--- src/rtl/seven_seg_result_display.sv ---
// Result bus to multiplexed 7-segment display.
// Serial double-dabble BCD conversion, blanking, error/overflow glyphs.
module seven_seg_result_display #(
  parameter int NUM_DIGITS     = 8,
  parameter int SCAN_DIV       = 50000,
  parameter bit SEG_ACTIVE_LOW = 1'b1,
  parameter bit DIG_ACTIVE_LOW = 1'b1
) (
  input  logic                  clk,
  input  logic                  reset,
  input  logic [31:0]           value,
  output logic [6:0]            seg,
  output logic                  dp,
  output logic [NUM_DIGITS-1:0] an,
  output logic                  busy
);

  localparam int CW = (SCAN_DIV > 2) ? $clog2(SCAN_DIV) : 1;
  localparam logic [6:0] SEG_OFF = SEG_ACTIVE_LOW ? 7'h7F : 7'h00;
  localparam logic DP_OFF = SEG_ACTIVE_LOW;
  localparam logic [NUM_DIGITS-1:0] AN_OFF = DIG_ACTIVE_LOW ? '1 : '0;
  localparam logic [NUM_DIGITS-1:0][6:0] DIG_RST = (NUM_DIGITS*7)'(7'h3F);

  typedef enum logic [1:0] {IDLE, SHIFT, LOAD} state_t;

  state_t state_q, state_d;
  logic [31:0] bin_q, bin_d;
  logic [31:0] last_q, last_d;
  logic [39:0] bcd_q, bcd_d, bcd_adj;
  logic [5:0]  bit_q, bit_d;
  logic        busy_q, busy_d;
  logic [NUM_DIGITS-1:0][6:0] dig_q, dig_d, load_dig;

  logic [CW-1:0] scnt_q, scnt_d;
  logic [2:0]    idx_q, idx_d;
  logic [6:0]    seg_q, seg_d;
  logic [NUM_DIGITS-1:0] an_q, an_d;
  logic          dp_q;
  logic          wrap;
  logic          ovf, seen;

  function automatic logic [6:0] glyph(input logic [3:0] d);
    logic [6:0] g;
    case (d)
      4'd0: g = 7'h3F;
      4'd1: g = 7'h06;
      4'd2: g = 7'h5B;
      4'd3: g = 7'h4F;
      4'd4: g = 7'h66;
      4'd5: g = 7'h6D;
      4'd6: g = 7'h7D;
      4'd7: g = 7'h07;
      4'd8: g = 7'h7F;
      4'd9: g = 7'h6F;
      default: g = 7'h00;
    endcase
    return g;
  endfunction

  always_comb begin
    bcd_adj = bcd_q;
    for (int i = 0; i < 10; i++) begin
      if (bcd_q[4*i+:4] >= 4'd5)
        bcd_adj[4*i+:4] = bcd_q[4*i+:4] + 4'd3;
    end
  end

  // Error beats overflow beats blanked decimal.
  always_comb begin
    ovf  = 1'b0;
    seen = 1'b0;
    load_dig = '0;
    for (int i = 0; i < 10; i++) begin
      if (i >= NUM_DIGITS && bcd_q[4*i+:4] != 4'd0)
        ovf = 1'b1;
    end
    for (int i = NUM_DIGITS - 1; i >= 0; i--) begin
      seen = seen | (bcd_q[4*i+:4] != 4'd0) | (i == 0);
      load_dig[i] = seen ? glyph(bcd_q[4*i+:4]) : 7'h00;
    end
    if (last_q == 32'hFFFF_FFFF) begin
      for (int i = 0; i < NUM_DIGITS; i++)
        load_dig[i] = (i == 2) ? 7'h79 : (i < 2) ? 7'h50 : 7'h00;
    end else if (ovf) begin
      for (int i = 0; i < NUM_DIGITS; i++)
        load_dig[i] = 7'h40;
    end
  end

  always_comb begin
    state_d = state_q;
    bin_d   = bin_q;
    bcd_d   = bcd_q;
    bit_d   = bit_q;
    last_d  = last_q;
    busy_d  = busy_q;
    dig_d   = dig_q;
    unique case (state_q)
      IDLE: begin
        if (value != last_q) begin
          bin_d   = value;
          last_d  = value;
          bcd_d   = '0;
          bit_d   = '0;
          busy_d  = 1'b1;
          state_d = SHIFT;
        end
      end
      SHIFT: begin
        {bcd_d, bin_d} = {bcd_adj, bin_q} << 1;
        bit_d = bit_q + 6'd1;
        if (bit_q == 6'd31)
          state_d = LOAD;
      end
      LOAD: begin
        dig_d   = load_dig;
        busy_d  = 1'b0;
        state_d = IDLE;
      end
      default: state_d = IDLE;
    endcase
  end

  assign wrap = (scnt_q == CW'(SCAN_DIV - 1));

  always_comb begin
    scnt_d = wrap ? '0 : scnt_q + 1'b1;
    idx_d  = idx_q;
    seg_d  = seg_q;
    an_d   = an_q;
    if (wrap) begin
      idx_d = (idx_q == 3'(NUM_DIGITS - 1)) ? 3'd0 : idx_q + 3'd1;
      seg_d = dig_q[idx_q] ^ {7{SEG_ACTIVE_LOW}};
      an_d  = (NUM_DIGITS'(1) << idx_q) ^ AN_OFF;
    end
  end

  always_ff @(posedge clk or posedge reset) begin
    if (reset) begin
      state_q <= IDLE;
      bin_q   <= '0;
      bcd_q   <= '0;
      bit_q   <= '0;
      last_q  <= '0;
      busy_q  <= 1'b0;
      dig_q   <= DIG_RST;
      scnt_q  <= '0;
      idx_q   <= '0;
      seg_q   <= SEG_OFF;
      an_q    <= AN_OFF;
      dp_q    <= DP_OFF;
    end else begin
      state_q <= state_d;
      bin_q   <= bin_d;
      bcd_q   <= bcd_d;
      bit_q   <= bit_d;
      last_q  <= last_d;
      busy_q  <= busy_d;
      dig_q   <= dig_d;
      scnt_q  <= scnt_d;
      idx_q   <= idx_d;
      seg_q   <= seg_d;
      an_q    <= an_d;
      dp_q    <= DP_OFF;
    end
  end

  assign seg  = seg_q;
  assign an   = an_q;
  assign dp   = dp_q;
  assign busy = busy_q;

endmodule

--- config.mk ---
export PLATFORM = sky130hd
export DESIGN_NAME = seven_seg_result_display
export DESIGN_NICKNAME = d
export VERILOG_FILES = /design/src/rtl/seven_seg_result_display.sv
export SDC_FILE = /design/constraint.sdc
export NUM_CORES = 1
export LEC_CHECK = 0
export ABC_AREA = 1
export BUFFER_PORTS_ARGS = -buffer_cell sky130_fd_sc_hd__buf_2
export CAP_MARGIN = 20
export CORE_MARGIN = 1
export CORE_UTILIZATION = 30
export DETAILED_ROUTE_END_ITERATION = 12
export GPL_TIMING_DRIVEN = 0
export PLACE_DENSITY = 0.45
export SLEW_MARGIN = 20
export SYNTH_ARGS = -nofsm -noshare
export SYNTH_HDL_FRONTEND = slang
export SYNTH_SLANG_ARGS = --single-unit
--- constraint.sdc ---
create_clock -name clk -period 12.1 [get_ports clk]
set_input_delay 1.21 -clock clk [delete_from_list [all_inputs] [get_ports clk]]
set_output_delay 1.21 -clock clk [all_outputs]
set_load 0.1 [all_outputs]
# After elaboration in Yosys (flattened, before gate mapping)
# Memory sizes are Yosys's and may differ from the RTL's.
# Cells that the tools add are included.
[word_totals]
register_bits = 203
romBits = 896
in_bits = 34
output_inout_bits = 17
elab_cells = 120
mem_count = 8
[op_classes]
add_sub_neg = 13
n_lt_le_gt_ge = 11
n_eq_ne = 9
shifts = 1
muxes = 36
bitwise_logic = 8
reduce_logical = 16
[memory_table]
columns = ["name", "depth", "word_bits", "read_ports", "rd_ports_with_merged_regs", "wr", "line", "text"]
rows = [
  ["(name not given)", 16, 7, 1, 0, 0, "44", "case (d)"],
  ["(name not given)", 16, 7, 1, 0, 0, "44", ""],
  ["(name not given)", 16, 7, 1, 0, 0, "44", ""],
  ["(name not given)", 16, 7, 1, 0, 0, "44", ""],
  ["(name not given)", 16, 7, 1, 0, 0, "44", ""],
  ["(name not given)", 16, 7, 1, 0, 0, "44", ""],
  ["+2 memories", "n/a", "n/a", "n/a", "n/a", "n/a", "n/a", ""],
]
[ops]
columns = ["operator", "count"]
rows = [
  ["$mux 56", 2],
  ["$pmux 40 s2", 1],
  ["$pmux 32 s2", 1],
  ["$mux 7", 8],
  ["$ge 4x3->1 const B", 10],
  ["$mux 40", 1],
  ["$add 4x2->4 const B", 9],
  ["$mux 4", 9],
  ["$reduce_bool 4->1", 9],
  ["$eq 32x32->1 const B", 1],
  ["$mux 32", 1],
  ["$ne 32x32->1", 1],
  ["$bmux 7 s3", 1],
  ["$add 16x1->16 const B", 1],
  ["$eq 16x16->1 const B", 1],
  ["$mux 16", 1],
  ["$pmux 6 s2", 1],
  ["$not 8->8", 1],
  ["$reduce_and 2->1", 4],
  ["$shl 1x3->8 const A", 1],
  ["$not 7->7", 1],
  ["$add 6x1->6 const B", 1],
  ["$eq 6x5->1 const B", 1],
  ["$mux 3", 2],
  ["15 further kinds", 25],
]

# Longest topological paths before layout
# Gate-level depths: netlist of run 1.
[depth]
ltp_word = 10
ltp_mapped = 13
ltp_nobuf = 12

# Worst setup path after synthesis of run 1
# OpenSTA, ideal clock, no wires.
[synth_path]
path_type = "in2reg"
start = "input port value[31]"
end = "register bin_q[1]"
setup_ns = 0.066
arrival_time_ns = 2.228
t_required_ns = 12.034
setup_slack_ns = 9.807
stages = 13
cell_sequence = "inv_1 nand2_1 nand2_1 nand2_1 nor2_1 nand2_1 nor2_1 nand2_1 nand2_2 buf_6 buf_6 nand3_1 nand2_1"
[synth_between]
elab_chain_len = 3
[synth_lines]
columns = ["element", "line", "text"]
rows = [
  ["from (decl)", "11", "input logic [31:0] value,"],
  ["$ne 32x32->1", "100", "if (value != last_q) begin"],
  ["$ne 2x2->1 (no line)", "n/a", ""],
  ["$reduce_and 2->1 (no line)", "n/a", ""],
  ["to (signal assigned)", "154", "bin_q <= bin_d;"],
  ["to (decl)", "27", "logic [31:0] bin_q, bin_d;"],
]
# Every way passes these cells.
# A chain may end at the register's enable or synchronous reset.

# Worst setup path in the final report of run 1
[layout_path]
start = "register seg_q[6] (netlist: seg[6])"
end = "output port seg[6]"
[layout_rtl]
columns = ["element", "line", "text"]
rows = [
  ["from (decl)", "36", "logic [6:0] seg_q, seg_d;"],
  ["from (signal assigned)", "162", "seg_q <= seg_d;"],
  ["to (decl)", "12", "output logic [6:0] seg,"],
]
# No word-level cell between the ends.

==> out/qor.txt, run 1 <==
EDFF count, synth: 0
Congestion Overflow GR: 0
Synth area leaders: dfrtp_1 (39%), nand2_1 (15%), ha_1 (6.7%)
First-pass GRT wire length: 53700 um
Initial antenna violation count: 2
Top-area cell type share of the netlist area: 38.9%
Die Footprint: 39900 um2
DR iter-0 viols: 623
CTS Buffer Depth: 3
Gpl congestion: 0.820
Effective utilization at floorplan: 30.4%
Setup Skew: 0.0129 ns
Reg-to-reg critical path endpoint: dig_q[11]
Yosys reg bits: 203
Fin worst setup slack: 9.41 ns
Status: finished, final reports clean
Share of cells above drive strength 1: 10.2%
Minimum clock period: 2.69 ns
Clock Pin Slew Worst Setup and Hold Paths: 0.05 ns
Antenna-violating nets left: 0
Mapped Avg Cell Area: 7.64 um2
Worst hold path depth: 2
GRT Overall Usage: 16.9%
Pwr/cell area: 141 nW/um2
Ys async rst share: 100%
FF-to-FF path depth: 11
Hold buffers post-CTS: 0
Syn nets: 1632
Yosys cell types: 43
CP Launch Type: flop
Routed via count: 10.1k
Worst Hold End: an[7]
Mapped Cells: 1535
Lkg Pwr: 6.72 nW
Max-slew headroom: 51.2%
Critical path's slowest cell: dfstp_2
DR pass1 iterations: 5
RSZ-0062 raised after global routing: false
Worst slack, placed: 9.06 ns
Tightest Hold Check Type: reg2reg
Seq/Total Area, Yosys: 43.6%
Setup violators final: 0
YS warnings: 0
Setup TNS: 0 ns
Ports: 51
CTS tree: built
Crit. End Element: output pin
Crit-path cells: buf_2
WL final: 32300 um
Hold Crit Start: an[7]
Tcrit/Tclk final: 22.3%
Post-CTS sizing: 0
TritonCTS buffer count: 26
Vias in the first global route: 9792
Worst hold slack: 0.464 ns
Die Y-Extent: 200 um
Max Cap Viol: 0
Total setup buffers inserted after CTS: 0
Core Area: 38600 um2
HPWL Detailed: 23200 um
Finished Cell Area: 13500 um2
Num rows: 72
Reg2Reg Setup Slack: 9.80 ns
Largest net degree at the start of global routing: 89
Top cell type by total area after synthesis: dfrtp_1
Synthesized area: 11700 um2
Setup CP Type: reg2out
Synth top cells by count: nand2_1 (453), dfrtp_1 (182), o21ai_0 (147)
Port bufs: 49
Placed Area: 12700 um2
Slew Viols, Final: 0
Die width: 200 um
Top FF cell, synth: dfrtp_1
DRC: 0
Worst skew pair latency: 0.54 ns
DR vias/cell: 4.70
CP bufs+invs: 1
Final #Nets: 1711
Worst EP arrival: 1.48 ns
Max Fclk: 371 MHz
Worst Tran Pin Value: 0.733 ns
Crit path max-delay family: flip-flops
Wire length per cell: 15.0 um
H-tree depth: 1
Required time worst endpoint: 10.89 ns
Final core utilization: 35.1%
Critical path peak fanout: 2
VDD IR-drop max: 0.0000901 V
RR Startpoint: bcd_q[32]
Final Hold Viols: 0
Worst path max stage delay: 0.53 ns
Root buf cell: clkbuf_16
Clk sinks: 203
Count leader, synth: nand2_1
Layout area overhead: 15.3%
-- how the worst max path moves through the flow --
| stage | startpoint | endpoint | slack, ns | depth (start not counted) |
|---|---|---|---|---|
| final | seg[6] | seg[6] | 9.41 | 1 |
| after global routing | seg[4] | seg[4] | 9.37 | 1 |
| after CTS | seg[2] | seg[2] | 9.38 | 1 |
| after detailed placement | value[25] | last_q[26] | 9.06 | 12 |
| after global placement | reset | bcd_q[33] | 2.24 | 2 |
| after floorplan | reset | bcd_q[0] | 5.39 | 1 |
-- where the power goes --
part | switching, mW | internal [mW] | total, mW
registers | 0.0539 | 0.716 | 0.770
clock network | 0.306 | 0.460 | 0.767
logic | 0.234 | 0.140 | 0.374
total | 0.595 | 1.32 | 1.91
-- through the flow --
stage	std cells	total power [mW]
2_1_floorplan	1535	1.05
3_3_place_gp	2102	1.15
3_5_place_dp	2104	1.16
4_1_cts	2152	1.94
5_1_grt	2152	2.03
6_report	2153	1.91
-- flip-flops by register name, indices dropped and copies added (netlist names) --
name and flops:
an 8, bcd_q 40, seg 7, state_q 2
last_q 32, dig_q 56, bin_q 32, idx_q 3
busy 1, bit_q 6, scnt_q 16
-- layout make-up --
cell class | count | area, um2
sequential | 203 | 5110
multi-input combinational | 1122 | 5740
clock inverter | 6 | 55.1
tap | 518 | 648
buffer | 63 | 322
inverter | 147 | 559
antenna | 1 | 2.50
clock buffer | 42 | 782
timing repair buffer | 51 | 300
fill | 4171 | 25000
-- cells in the final DEF (no fill, tap or decap), types with 2 or more instances in the layout --
master / n
nand2_1: 453
dfrtp_1: 182
o21ai_0: 147
nand3_1: 140
inv_1: 138
nor2_1: 83
a21oi_1: 80
ha_1: 63
buf_2: 62
clkbuf_1: 44
clkbuf_16: 27
xnor2_1: 25
dfstp_2: 21
nor3_1: 19
or2_2: 19
nand4_1: 16
a31oi_1: 15
o211ai_1: 11
xor2_1: 10
buf_6: 8
a22oi_1: 7
clkinv_1: 6
buf_1: 5
o22ai_1: 5
clkinv_2: 5
clkbuf_8: 5
nand2_2: 4
a211oi_1: 4
inv_2: 2
buf_4: 2
nor3b_1: 2
nor2_2: 2
nand3_2: 2
o2111ai_1: 2
o21ai_1: 2
o221ai_1: 2
buf_16: 2
-- kinds of logic (layout without fill, tap and decap cells) --
group | after synthesis | after routing | share of synthesized area, %
and+or+nand+nor | 743 | 743 | 26.7
AOI/OAI and AO/OA | 280 | 280 | 12.9
buffers and inverters | 210 | 309 | 7.45
DFF | 203 | 203 | 43.6
adders and majority gates | 63 | 63 | 6.73
xor gates and xnor gates | 35 | 35 | 2.62
other | 1 | 2 | 0.0320
-- worst register-to-register path, stage by stage, from the launching register on --
cell      delay (ns)
dfrtp_1         0.44
inv_1           0.09
ha_1            0.20
nand2_1         0.06
nor3_1          0.04
nand2_1         0.15
clkbuf_1        0.52
inv_1           0.29
o21ai_0         0.14
a21oi_1         0.07
nand2_1         0.11
a21oi_1         0.07
-- metal layers --
layer  GRT usage [%]  vias to the layer above  part of all wire (%)
met5               0                        -                 0.040
met4            3.45                        2                   1.8
met3            2.35                       38                   3.0
met2            27.8                      136                    46
met1            23.6                     4766                    49
li1                -                     5172                     -
Note: power is estimated with default switching activity, not from simulation.
==> run 2, diff against run 1 <==
Clock period 12.1 ns to 2.5 ns, I/O delays scaled along.
==> run 2 against run 1 <==
  * Via count is 0.56% higher
  * Largest power group is now clock
  * Count of clock-buffer cells in the layout is 5 lower
  * Largest cell class unchanged
  * Critical path depth is 10 higher
==> out/qor.txt, run 2 (synthesis gave the netlist of run 1 again) <==
ANT cells: 0 (-1)
Worst skew pair latency: 0.55 ns (about the same)
Post-Layout Cell Count: 2175 (+1.0%)
Pwr/cell area: 711 nW/um2 (+400%)
Num rows: 72 (unchanged)
Setup CP Type: reg2reg
Slew Viols, Final: 0 (unchanged)
Final #Nets: 1733 (+1.3%)
Final Hold Viols: 0 (unchanged)
CTS tree: built
Clock Pin Slew Worst Setup and Hold Paths: 0.06 ns (about the same)
Hold buffers post-CTS: 16 (+16)
DP Cell Count: 2109 (+0.24%)
FF-to-FF path depth: 11 (unchanged)
Layout area overhead: 18.9%
Tightest Hold Check Type: in2reg
CTS Buffer Depth: 3 (unchanged)
Port bufs: 49 (unchanged)
Placed Area: 12800 um2 (+0.70%)
Lkg Pwr: 6.92 nW (+2.9%)
Worst EP arrival: 2.68 ns (+1.20 ns)
Commonest cells after routing, fill and taps aside: nand2_1 (453), dfrtp_1 (182), o21ai_0 (147)
RR Startpoint: bcd_q[32]
Minimum clock period: 2.26 ns
Max FFs per register: 56 (unchanged)
Ports: 51 (unchanged)
Finished Cell Area: 13900 um2 (+3.1%)
VDD IR-drop max: 0.000444 V (+390%)
Required time worst endpoint: 2.92 ns (-7.97 ns)
Commonest non-fill, non-tap cell in the layout: nand2_1
Clk sinks: 203 (unchanged)
Top Registers: dig_q x56, bcd_q x40
DR vias/cell: 4.68 (-0.45%)
Reg2Reg Setup Slack: 0.24 ns (-9.56 ns)
Vias in the first global route: 10.0k (+2.5%)
FILL cells: 4236 (+1.6%)
DRC: 0 (unchanged)
Post-CTS sizing: 0 (unchanged)
Final Power: 9.91 mW (+420%)
Initial antenna violation count: 0 (-2)
RSZ-0062 raised after global routing: false
Setup violators final: 0 (unchanged)
Crit. End Element: flop
Congestion Overflow GR: 0 (unchanged)
Hold Crit Start: value[29]
Root buf cell: clkbuf_16
Die Footprint: 39900 um2 (unchanged)
CP Launch Type: flop
Routed via count: 10.2k (+0.56%)
DR pass1 iterations: 5 (unchanged)
WL final: 31800 um (-1.7%)
Die width: 200 um (unchanged)
Tcrit/Tclk final: 90.5%
First-pass GRT wire length: 53500 um (-0.36%)
Share of cells above drive strength 1: 11.1% (+0.88 points)
DR iter-0 viols: 550 (-12%)
TritonCTS buffer count: 27 (+3.8%)
Gpl congestion: 0.819 (-0.17%)
Setup Skew: 0.0165 ns (+0.00360 ns)
Wire length per cell: 14.6 um (-2.7%)
Largest net degree at the start of global routing: 32 (-64%)
GRT Overall Usage: 16.7% (-0.22 points)
Critical path peak fanout: 10 (+8)
Max Fclk: 442 MHz
Reg-to-reg critical path endpoint: dig_q[11]
Worst Hold End: last_q[29]
H-tree depth: 1 (unchanged)
Max-slew headroom: 52.0% (+0.87 points)
Worst hold path depth: 3 (+1)
Total setup buffers inserted after CTS: 0 (unchanged)
HPWL Detailed: 23800 um (+2.4%)
Die Y-Extent: 200 um (unchanged)
Effective utilization at floorplan: 30.4% (unchanged)
Status: finished, final reports clean
Worst Tran Pin Value: 0.720 ns (-0.0130 ns)
Core Area: 38600 um2 (unchanged)
Max Cap Viol: 0 (unchanged)
Largest reg by FF count: dig_q
Antenna-violating nets left: 0 (unchanged)
## run 2: cell count changes in the layout (fill, tap and decap cells not counted), sizes merged, moves of 2 or more
cell         delta
dlygate4sd3    +16
bufinv          +4
clkinv          +2
clkbuf          -5
buf             +5
## run 2: area by class of cell
type / count / area (um2) / share of cell area, %
buffer: 63 / 322 / 2.31
clock buffer: 37 / 813 / 5.84
clock inverter: 13 / 194 / 1.39
tap: 518 / 648 / 4.65
inverter: 147 / 556 / 3.99
sequential: 203 / 5110 / 36.7
timing repair buffer: 72 / 553 / 3.97
multi-input combinational: 1122 / 5740 / 41.2
## run 2: per-layer routing
metal	up-vias	routed length (um)	track usage, %	part of all wire (%)
met5	-	0	0	0
met4	0	606	3.68	1.9
li1	5224	-	-	-
met3	42	956	2.14	3.0
met1	4768	15600	23.0	49
met2	137	14600	27.8	46
## run 2: worst max path at each step
stage              start    endpoint  slack (ns)  depth (start not counted)
3_3_place_gp       reset  scnt_q[13]       -2.02                          2
2_1_floorplan      reset    bcd_q[0]       -0.36                          1
6_report       bcd_q[32]   dig_q[11]        0.24                         11
3_5_place_dp   bcd_q[32]   dig_q[11]        0.22                         11
4_1_cts        bcd_q[32]   dig_q[11]        0.21                         11
5_1_grt        bcd_q[32]   dig_q[11]       0.006                         11
## run 2: where the power goes
group	total, mW	internal, mW	switching, mW
registers	3.73	3.47	0.266
clock network	4.33	2.78	1.55
logic	1.85	0.705	1.14
## run 2: stage by stage
stage                     hold slack, ns  setup slack, ns  TNS [ns]  utilization, %
final                             0.0129            0.238         0            36.1
after detailed placement           0.315            0.217         0            33.1
after floorplan                    0.409           -0.363    -66.09               -
after CTS                        0.00179            0.205         0            36.1
after global placement             0.454            -2.02   -380.21            32.7
after global routing              0.0102          0.00588         0            36.1
## run 2: worst max-delay path, cell delays in order (launching register included)
cell and delay (ns):
dfrtp_1 0.43, inv_1 0.09, ha_1 0.20, nand2_1 0.06, nor3_1 0.04, nand2_1 0.15, clkbuf_1 0.49, inv_1 0.27
o21ai_0 0.13, a21oi_1 0.07, nand2_1 0.12, a21oi_1 0.08
